### src/rtl/sqrt_iter.sv
// Iterative restoring integer square root, floor or round-to-nearest.
// Define SQRT_ITER_SKIP_EN to skip leading zero bit pairs via an ALIGN step.
module sqrt_iter #(
  parameter int WIDTH = 70
) (
  input  logic             clk,
  input  logic             nreset,
  input  logic             in_valid,
  output logic             in_ready,
  input  logic [WIDTH-1:0] value,
  input  logic             round_en,
  output logic             out_valid,
  input  logic             out_ready,
  output logic [WIDTH/2-1:0] root,
  output logic [WIDTH/2:0] rem,
  output logic             nx,
  output logic             sat,
  output logic             busy
);

  localparam int RW = WIDTH / 2;

`ifdef SQRT_ITER_SKIP_EN
  typedef enum logic [1:0] {
    IDLE  = 2'd0,
    ALIGN = 2'd1,
    CALC  = 2'd2,
    DONE  = 2'd3
  } state_t;
`else
  typedef enum logic [1:0] {
    IDLE = 2'd0,
    CALC = 2'd2,
    DONE = 2'd3
  } state_t;
`endif

  state_t state_q, state_d;

  logic [WIDTH-1:0] res_q;
  logic [WIDTH-1:0] acc_q;
  logic [WIDTH-1:0] bit_q;
  logic             rnd_q;

  logic [WIDTH:0]   trial;
  logic             take;
  logic [RW-1:0]    flr;
  logic [RW:0]      inc;
  logic             up;

  assign trial = {1'b0, acc_q} + {1'b0, bit_q};
  assign take  = {1'b0, res_q} >= trial;
  assign flr   = acc_q[RW-1:0];
  assign inc   = {1'b0, flr} + (RW+1)'(1);
  assign up    = rnd_q && (res_q > acc_q);

  assign in_ready  = state_q == IDLE;
  assign out_valid = state_q == DONE;
  assign busy      = state_q != IDLE;

`ifdef SQRT_ITER_SKIP_EN
  // One-hot at the lowest bit of the highest nonzero bit pair.
  function automatic logic [WIDTH-1:0] top_pair(
    input logic [WIDTH-1:0] v
  );
    logic [WIDTH-1:0] r;
    r = '0;
    for (int i = 0; i < RW; i++)
      if (v[2*i +: 2] != 2'b00)
        r = WIDTH'(1) << (2 * i);
    return r;
  endfunction
`endif

  always_ff @(posedge clk) begin
    if (!nreset) state_q <= IDLE;
    else         state_q <= state_d;
  end

  always_comb begin
    state_d = state_q;
    unique case (state_q)
      IDLE: begin
        if (in_valid)
`ifdef SQRT_ITER_SKIP_EN
          state_d = ALIGN;
`else
          state_d = CALC;
`endif
      end
`ifdef SQRT_ITER_SKIP_EN
      ALIGN: state_d = CALC;
`endif
      CALC: begin
        if (bit_q == '0) state_d = DONE;
      end
      DONE: begin
        if (out_ready) state_d = IDLE;
      end
      default: state_d = IDLE;
    endcase
  end

  always_ff @(posedge clk) begin
    if (!nreset) begin
      res_q <= '0;
      acc_q <= '0;
      bit_q <= '0;
      rnd_q <= 1'b0;
      root  <= '0;
      rem   <= '0;
      nx    <= 1'b0;
      sat   <= 1'b0;
    end else begin
      unique case (state_q)
        IDLE: begin
          if (in_valid) begin
            res_q <= value;
            acc_q <= '0;
            rnd_q <= round_en;
`ifdef SQRT_ITER_SKIP_EN
            bit_q <= '0;
`else
            bit_q <= WIDTH'(1) << (WIDTH - 2);
`endif
          end
        end
`ifdef SQRT_ITER_SKIP_EN
        ALIGN: bit_q <= top_pair(res_q);
`endif
        CALC: begin
          if (bit_q != '0) begin
            if (take) begin
              res_q <= res_q - trial[WIDTH-1:0];
              acc_q <= (acc_q >> 1) + bit_q;
            end else begin
              acc_q <= acc_q >> 1;
            end
            bit_q <= bit_q >> 2;
          end else begin
            // Rounding never wraps: an all-ones root stays put and flags sat.
            rem <= res_q[RW:0];
            nx  <= res_q != '0;
            if (up && inc[RW]) begin
              root <= flr;
              sat  <= 1'b1;
            end else if (up) begin
              root <= inc[RW-1:0];
              sat  <= 1'b0;
            end else begin
              root <= flr;
              sat  <= 1'b0;
            end
          end
        end
        default: ;
      endcase
    end
  end

endmodule

### config.mk
export PLATFORM = sky130hd
export DESIGN_NAME = sqrt_iter
export DESIGN_NICKNAME = d
export VERILOG_FILES = /design/src/rtl/sqrt_iter.sv
export SDC_FILE = /design/constraint.sdc
export NUM_CORES = 1
export LEC_CHECK = 0
export ABC_AREA = 1
export CAP_MARGIN = 0
export CELL_PAD_IN_SITES_DETAIL_PLACEMENT = 0
export CELL_PAD_IN_SITES_GLOBAL_PLACEMENT = 1
export CORE_MARGIN = 2
export CORE_UTILIZATION = 30
export DETAILED_ROUTE_END_ITERATION = 8
export GPL_ROUTABILITY_DRIVEN = 1
export HOLD_SLACK_MARGIN = 0.08
export PLACE_DENSITY = 0.66
export SKIP_CTS_REPAIR_TIMING = 1
export SLEW_MARGIN = 30
export SYNTH_ARGS = -nofsm -noshare
export SYNTH_HDL_FRONTEND = slang
export SYNTH_SLANG_ARGS = --single-unit
### constraint.sdc
create_clock -name clk -period 4 [get_ports clk]
set_input_delay 1.2 -clock clk [delete_from_list [all_inputs] [get_ports clk]]
set_output_delay 1.2 -clock clk [all_outputs]
set_load 0.01 [all_outputs]
==> impl_results.md, run 1 <==
- Worst skew pair latency: 0.61 ns
- Ys flop type: dfxtp_1
- CTS H-tree depth: 2
- Pre-antenna DRT Iters: 8
- I/O pin count: 151
- Slew @ Worst Pin: 0.790 ns
- CTS tree: done
- Number of CTS-inserted buffers: 37
- Fillers: 9,653
- DIE AREA: 92,800 sq um
- Antenna fix cells: 0
- Sequential area share after synthesis: 18.5%
- Finished Layout Cells: 7,003
- Worst stage delay on the critical path: 0.34 ns
- Post-DP Area: 36,600 sq um
- R2r setup slk: -0.64 ns
- Worst endpoint required time: 4.53 ns
- Crit. End Element: flip-flop
- Root Driver: clkbuf_16
- Type of the worst setup path: reg2reg
- Setup TNS: -78.20 ns
- First-pass GRT wire length: 214,000 um
- PnR worst setup slack: -0.640 ns
- Hold Crit Class: reg2reg
- Num rows: 110
- Status: finished with violations
- Peak supply drop: 0.000533 V
- Syn_nets: 5,045
- # setup viols final: 140
- Post-Route Skew: 0.0529 ns
- Fin. Hold Viols: 0
- Detail Placement HPWL: 125,000 um
- Antenna viol nets, final: 0
- CP most frequent cell: nand2_1
- # port buffers: 150
- DR DRC count: 0
- Initial core utilization: 30.2%
- Post-synthesis register bit count: 251
- Core Area: 89,700 sq um
- R2R depth: 30
- Final Max Tran Viols: 0
- Max cap viols: 0
- GPL Wtd Cong: 1.01
- PnR Total Power: 30,100 uW
- Height of the die: 305 um
- First DRT Iteration DRCs: 3,826
- Number of global-route vias before repair: 32.5k
- Die X-Extent: 305 um
- Synth Warn #: 0
- Worst reg2reg startpoint: acc_q[6]$_SDFFE_PN0P_
- Instance count of the mapped netlist: 4,756
- CP Launch Point: acc_q[6]$_SDFFE_PN0P_
- Vias post-DR: 36.5k
- CP Max Fanout: 6
- Layout cell share with drive strength beyond 1: 26.0%
- Fin crit period: 4.64 ns
- Slew margin rel.: 47.2%
- Lkg Pwr: 0.0185 uW
- Worst Hold Launch: sat$_SDFFE_PN0P_
- Gr usage total: 30.9%
- Fin crit share: 116%
- Drt via density: 5.21
- Failing checks: negative setup slack
- Pwr Density: 734 nW/um^2
- WL per Instance: 22.2 um
- Final WL: 155,000 um
- Slowest cell on crit path: dfxtp_2
- Mapped cell area: 27,100 sq um
- Most common cell after layout, fill and taps aside: nand2_1
- Number of synthesized flops with an enable pin: 0
- Mean Syn Cell Area: 5.70 sq um
- CP startpoint kind: flip-flop
- CTS Sinks: 251
- Longest Clk Path Bufs: 3
- Final net count: 6,089
- Commonest cells after routing, fill and taps aside: 1,162 x nand2_1, 940 x buf_4, 623 x nor2_1, 490 x inv_1, 352 x nand3_1
- Number of cells on the worst hold path: 2
- Overflow after GRT: 0
- RSZ-0062 raised after global routing: yes
- Worst Path Arrival: 5.17 ns
- Unique cell type count in the Yosys netlist: 54
- Final Instance Area: 41,000 sq um
- Initial antenna violation count: 2
- F_max: 0.216 GHz
- Inst Count DP: 6,857
- Largest net degree at the start of global routing: 135
- Asr flop ratio synth: 0%
- Reg clk slew, reported paths: 0.06 ns
- Layout area overhead: 51.2%
## cells by family (layout without fill, tap and decap cells)
family / after synthesis / in the layout / synth area share (%)
AOI/OAI and AO/OA: 876 / 876 / 17.0
xor gates and xnor gates: 150 / 150 / 4.85
adders and majority gates: 214 / 214 / 9.90
buffers and inverters: 667 / 1736 / 9.72
DFF: 251 / 251 / 18.5
and+or+nand+nor: 2598 / 2600 / 40.0
## sequential cells by signal (all words and copies together), names as in the netlist, 2 cells and up
signal,count
bit_q,35
state_q,2
acc_q,70
rem,36
res_q,70
root,35
## synth_stat cells, drive strengths merged (6+ instances only)
library cell	number	area share, %
inv	506	7.0
o21bai	24	0.66
a21boi	8	0.22
or2	13	0.30
o21a	6	0.17
a21o	15	0.42
nor2	721	10
xor2	111	3.6
a21oi	389	7.2
ha	213	9.8
buf	76	1.5
nand3b	16	0.46
nor3	55	1.0
nand3	404	7.6
clkbuf	83	1.1
nand2	1251	17
xnor2	39	1.3
dfxtp	251	19
o211ai	8	0.22
nor4	43	0.99
nand4	78	1.8
o21ai	414	7.7
## routing by layer
layer / up-vias / track usage [%] / part of all wire [%]
met4: 2 / 9.49 / 3.7
met2: 1542 / 49.5 / 44
li1: 17700 / - / -
met3: 283 / 5.08 / 7.9
met5: - / 0.620 / 0.050
met1: 16900 / 42.1 / 44
## per-stage QoR
stage | hold slack (ns) | setup slack [ns] | util, %
finish | 0.466 | -0.640 | 45.7
global route | 0.498 | -0.824 | 45.7
CTS | 0.468 | -1.27 | 42.1
detailed placement | 0.459 | -1.21 | 40.8
global placement | 0.458 | -1.28 | 40.8
floorplan | 0.430 | 0.0100 | -
## final cells by class
cell class                 count  area [sq um]  area share [%]
timing repair inverter         1          16.3          0.0397
tap                         1176          1470            3.59
timing repair buffer        1161          9910            24.2
clock inverter                22           225           0.549
sequential                   251          5040            12.3
multi-input combinational   3840         21400            52.1
inverter                     508          1940            4.72
clock buffer                  44          1020            2.50
## report_power, final
part | internal (uW) | total, uW | leakage [uW] | switching (uW)
sequential | 2920 | 3460 | 0.00206 | 543
combinational | 10100 | 23200 | 0.0159 | 13100
clock | 1990 | 3450 | 0.000605 | 1460
## final timing paths
kind | to
max | res_q[66]$_SDFFE_PN0P_
min | sat$_SDFFE_PN0P_
max reg2reg | res_q[66]$_SDFFE_PN0P_
min reg2reg | sat$_SDFFE_PN0P_
## critical path, delay by kind of cell (launching register included)
family          cells  cell delay [ns]
simple gates       16             1.67
compound gates      5             0.85
flops               1             0.34
buf+inv             6             0.87
fa+ha+maj           2             0.59
xor+xnor            1             0.25
Power figures use the tool's default switching activity.
==> inputs of run 2 (changes only) <==
--- a/config.mk
+++ b/config.mk
@@ -11,10 +11,12 @@
 export CELL_PAD_IN_SITES_GLOBAL_PLACEMENT = 1
 export CORE_MARGIN = 2
 export CORE_UTILIZATION = 30
+export CTS_CLUSTER_DIAMETER = 40
 export DETAILED_ROUTE_END_ITERATION = 8
 export GPL_ROUTABILITY_DRIVEN = 1
 export HOLD_SLACK_MARGIN = 0.08
-export PLACE_DENSITY = 0.66
+export MAX_ROUTING_LAYER = met4
+export PLACE_DENSITY = 0.65
 export SKIP_CTS_REPAIR_TIMING = 1
 export SLEW_MARGIN = 30
 export SYNTH_ARGS = -nofsm -noshare
==> impl_results.md, run 2 (same netlist as run 1, synthesis figures left out) <==
- Status: finished with violations
- Failing checks: negative setup slack
- Setup TNS: -60.90 ns (+17.30 ns)
- Reg clk slew, reported paths: 0.05 ns (about the same)
- Fin crit share: 113% (-2.7 points)
- CP startpoint kind: flip-flop
- Final Instance Area: 41,900 sq um (+2.1%)
- Worst skew pair latency: 0.65 ns (+0.04 ns)
- Layout area overhead: 54.4%
- Hold slack: 0.469 ns (+0.00238 ns)
- Fin crit period: 4.53 ns (-0.106 ns)
- Lkg Pwr: 0.0188 uW (+1.8%)
- Peak supply drop: 0.000460 V (-14%)
- Type of the worst setup path: reg2reg
- Core Area: 89,700 sq um (unchanged)
- Power share of the sequential group: 11.3% (-0.2 points)
- Bufs and invs on worst path: 5 (-1)
- CTS tree: done
- Worst stage delay on the critical path: 0.36 ns (+0.02 ns)
- # setup viols final: 140 (unchanged)
- Root Driver: clkbuf_16
- Gr usage total: 31.7% (+0.82 points)
- CTS H-tree depth: 2 (unchanged)
- RSZ-0062 raised after global routing: yes
- Pwr Density: 733 nW/um^2 (about the same)
- Worst Path Arrival: 5.04 ns (-0.13 ns)
- Post-Route Skew: 0.0569 ns (+0.00407 ns)
- Comb pwr share: 73.6% (-3.4 points)
- Num rows: 110 (unchanged)
- Worst endpoint required time: 4.51 ns (-0.02 ns)
- DIE AREA: 92,800 sq um (unchanged)
- Number of global-route vias before repair: 32.7k (+0.46%)
- Most common cell after layout, fill and taps aside: nand2_1
- Height of the die: 305 um (unchanged)
- Initial antenna violation count: 3 (+1)
- Slowest cell on crit path: ha_1
- Initial core utilization: 30.2% (unchanged)
- First-pass GRT wire length: 214,000 um (about the same)
- Fin. Hold Viols: 0 (unchanged)
- Switch Pwr: 15,100 uW (-0.16%)
- Final WL: 154,000 um (-1.1%)
- Vias post-DR: 36.3k (-0.56%)
- DR DRC count: 0 (unchanged)
- Post-DP Area: 36,600 sq um (+0.11%)
- Largest net degree at the start of global routing: 84 (-38%)
- # port buffers: 150 (unchanged)
- Slew @ Worst Pin: 0.966 ns (+0.175 ns)
- F_max: 0.221 GHz (+2.3%)
- Antenna viol nets, final: 0 (unchanged)
- Sw Ratio: 49.2% (-1.1 points)
- Drt via density: 5.16 (-0.91%)
- CP Max Fanout: 8 (+2)
- GPL Wtd Cong: 1.04 (+2.9%)
- Number of CTS-inserted buffers: 57 (+54%)
- Commonest cells after routing, fill and taps aside: 1,141 x nand2_1, 940 x buf_4, 621 x nor2_1, 484 x inv_1, 330 x o21ai_0
- Hold Crit Class: reg2reg
- Pint: 15,600 uW (+4.2%)
- I/O pin count: 151 (unchanged)
- WL per Instance: 21.9 um (-1.5%)
- Crit. End Element: flip-flop
- Largest registers: acc_q (70), res_q (70), rem (36)
- First DRT Iteration DRCs: 3,539 (-7.5%)
- CP most frequent cell: nand2_1
- Overflow after GRT: 0 (unchanged)
- Longest Clk Path Bufs: 3 (unchanged)
- Layout cell share with drive strength beyond 1: 27.8% (+1.8 points)
- Detail Placement HPWL: 126,000 um (+0.21%)
- Die X-Extent: 305 um (unchanged)
- Pre-antenna DRT Iters: 6 (-2)
- Final Max Tran Viols: 0 (unchanged)
- Final net count: 6,096 (+0.11%)
- CTS Sinks: 251 (unchanged)
- Clk pwr share: 15.0% (+3.5 points)
- PnR worst setup slack: -0.534 ns (+0.106 ns)
- CP top delay family: compound AO/OA/AOI/OAI gates
- Dpl ws: -1.18 ns (+0.0322 ns)
- Max cap viols: 0 (unchanged)
- Fillers: 9,591 (-0.64%)
- Slew margin rel.: 35.6% (-12 points)
- Antenna fix cells: 0 (unchanged)
## run 2: per-layer routing
metal  up-vias  track usage, %  part of all wire, %
li1      17700               -                    -
met1     16900            42.7                   45
met2      1416            49.7                   45
met3       224            4.13                  7.4
met4         0            8.38                  3.0
met5         -               -                    0
## run 2: power by group through the flow
stage                     registers, uW  logic (uW)  clock network, uW
after detailed placement           3480       18800                  0
after floorplan                    3340        9040                  0
final                              3480       22600               4620
after global routing               3500       24200               4780
after CTS                          3430       18900               4660
after global placement             3480       18700                  0
## run 2: final timing paths
kind / slack (ns) / cells after the start / from / to
max: -0.53 / 28 / acc_q[16]$_SDFFE_PN0P_ / res_q[68]$_SDFFE_PN0P_
min: 0.47 / 2 / root[0]$_SDFFE_PN0P_ / root[0]$_SDFFE_PN0P_
max reg2reg: -0.53 / 28 / acc_q[16]$_SDFFE_PN0P_ / res_q[68]$_SDFFE_PN0P_
min reg2reg: 0.47 / 2 / root[0]$_SDFFE_PN0P_ / root[0]$_SDFFE_PN0P_
## run 2: per-stage QoR
step / utilization [%] / instances / total power [uW]
2_1_floorplan: - / 4756 / 12400
3_5_place_dp: 40.8 / 6862 / 22200
3_3_place_gp: 40.8 / 6862 / 22200
6_report: 46.6 / 7028 / 30700
4_1_cts: 42.9 / 6966 / 27000
5_1_grt: 46.6 / 7028 / 32500
## run 2: area by class of cell
type                       instances  area [sq um]  area share (%)
multi-input combinational       3838         21900            52.3
timing repair buffer            1151          9630            23.0
sequential                       251          5050            12.1
inverter                         508          1930            4.62
clock buffer                      70          1560            3.72
tap                             1176          1470            3.52
clock inverter                    34           324           0.774
## run 2: worst reg2reg max path: cells and delay by family (launching register included)
| kind | cells | cell delay [ns] |
|---|---|---|
| xor+xnor | 1 | 0.29 |
| simple gates | 12 | 1.21 |
| compound gates | 8 | 1.25 |
| flops | 1 | 0.33 |
| fa+ha+maj | 2 | 0.65 |
| buf+inv | 5 | 0.67 |
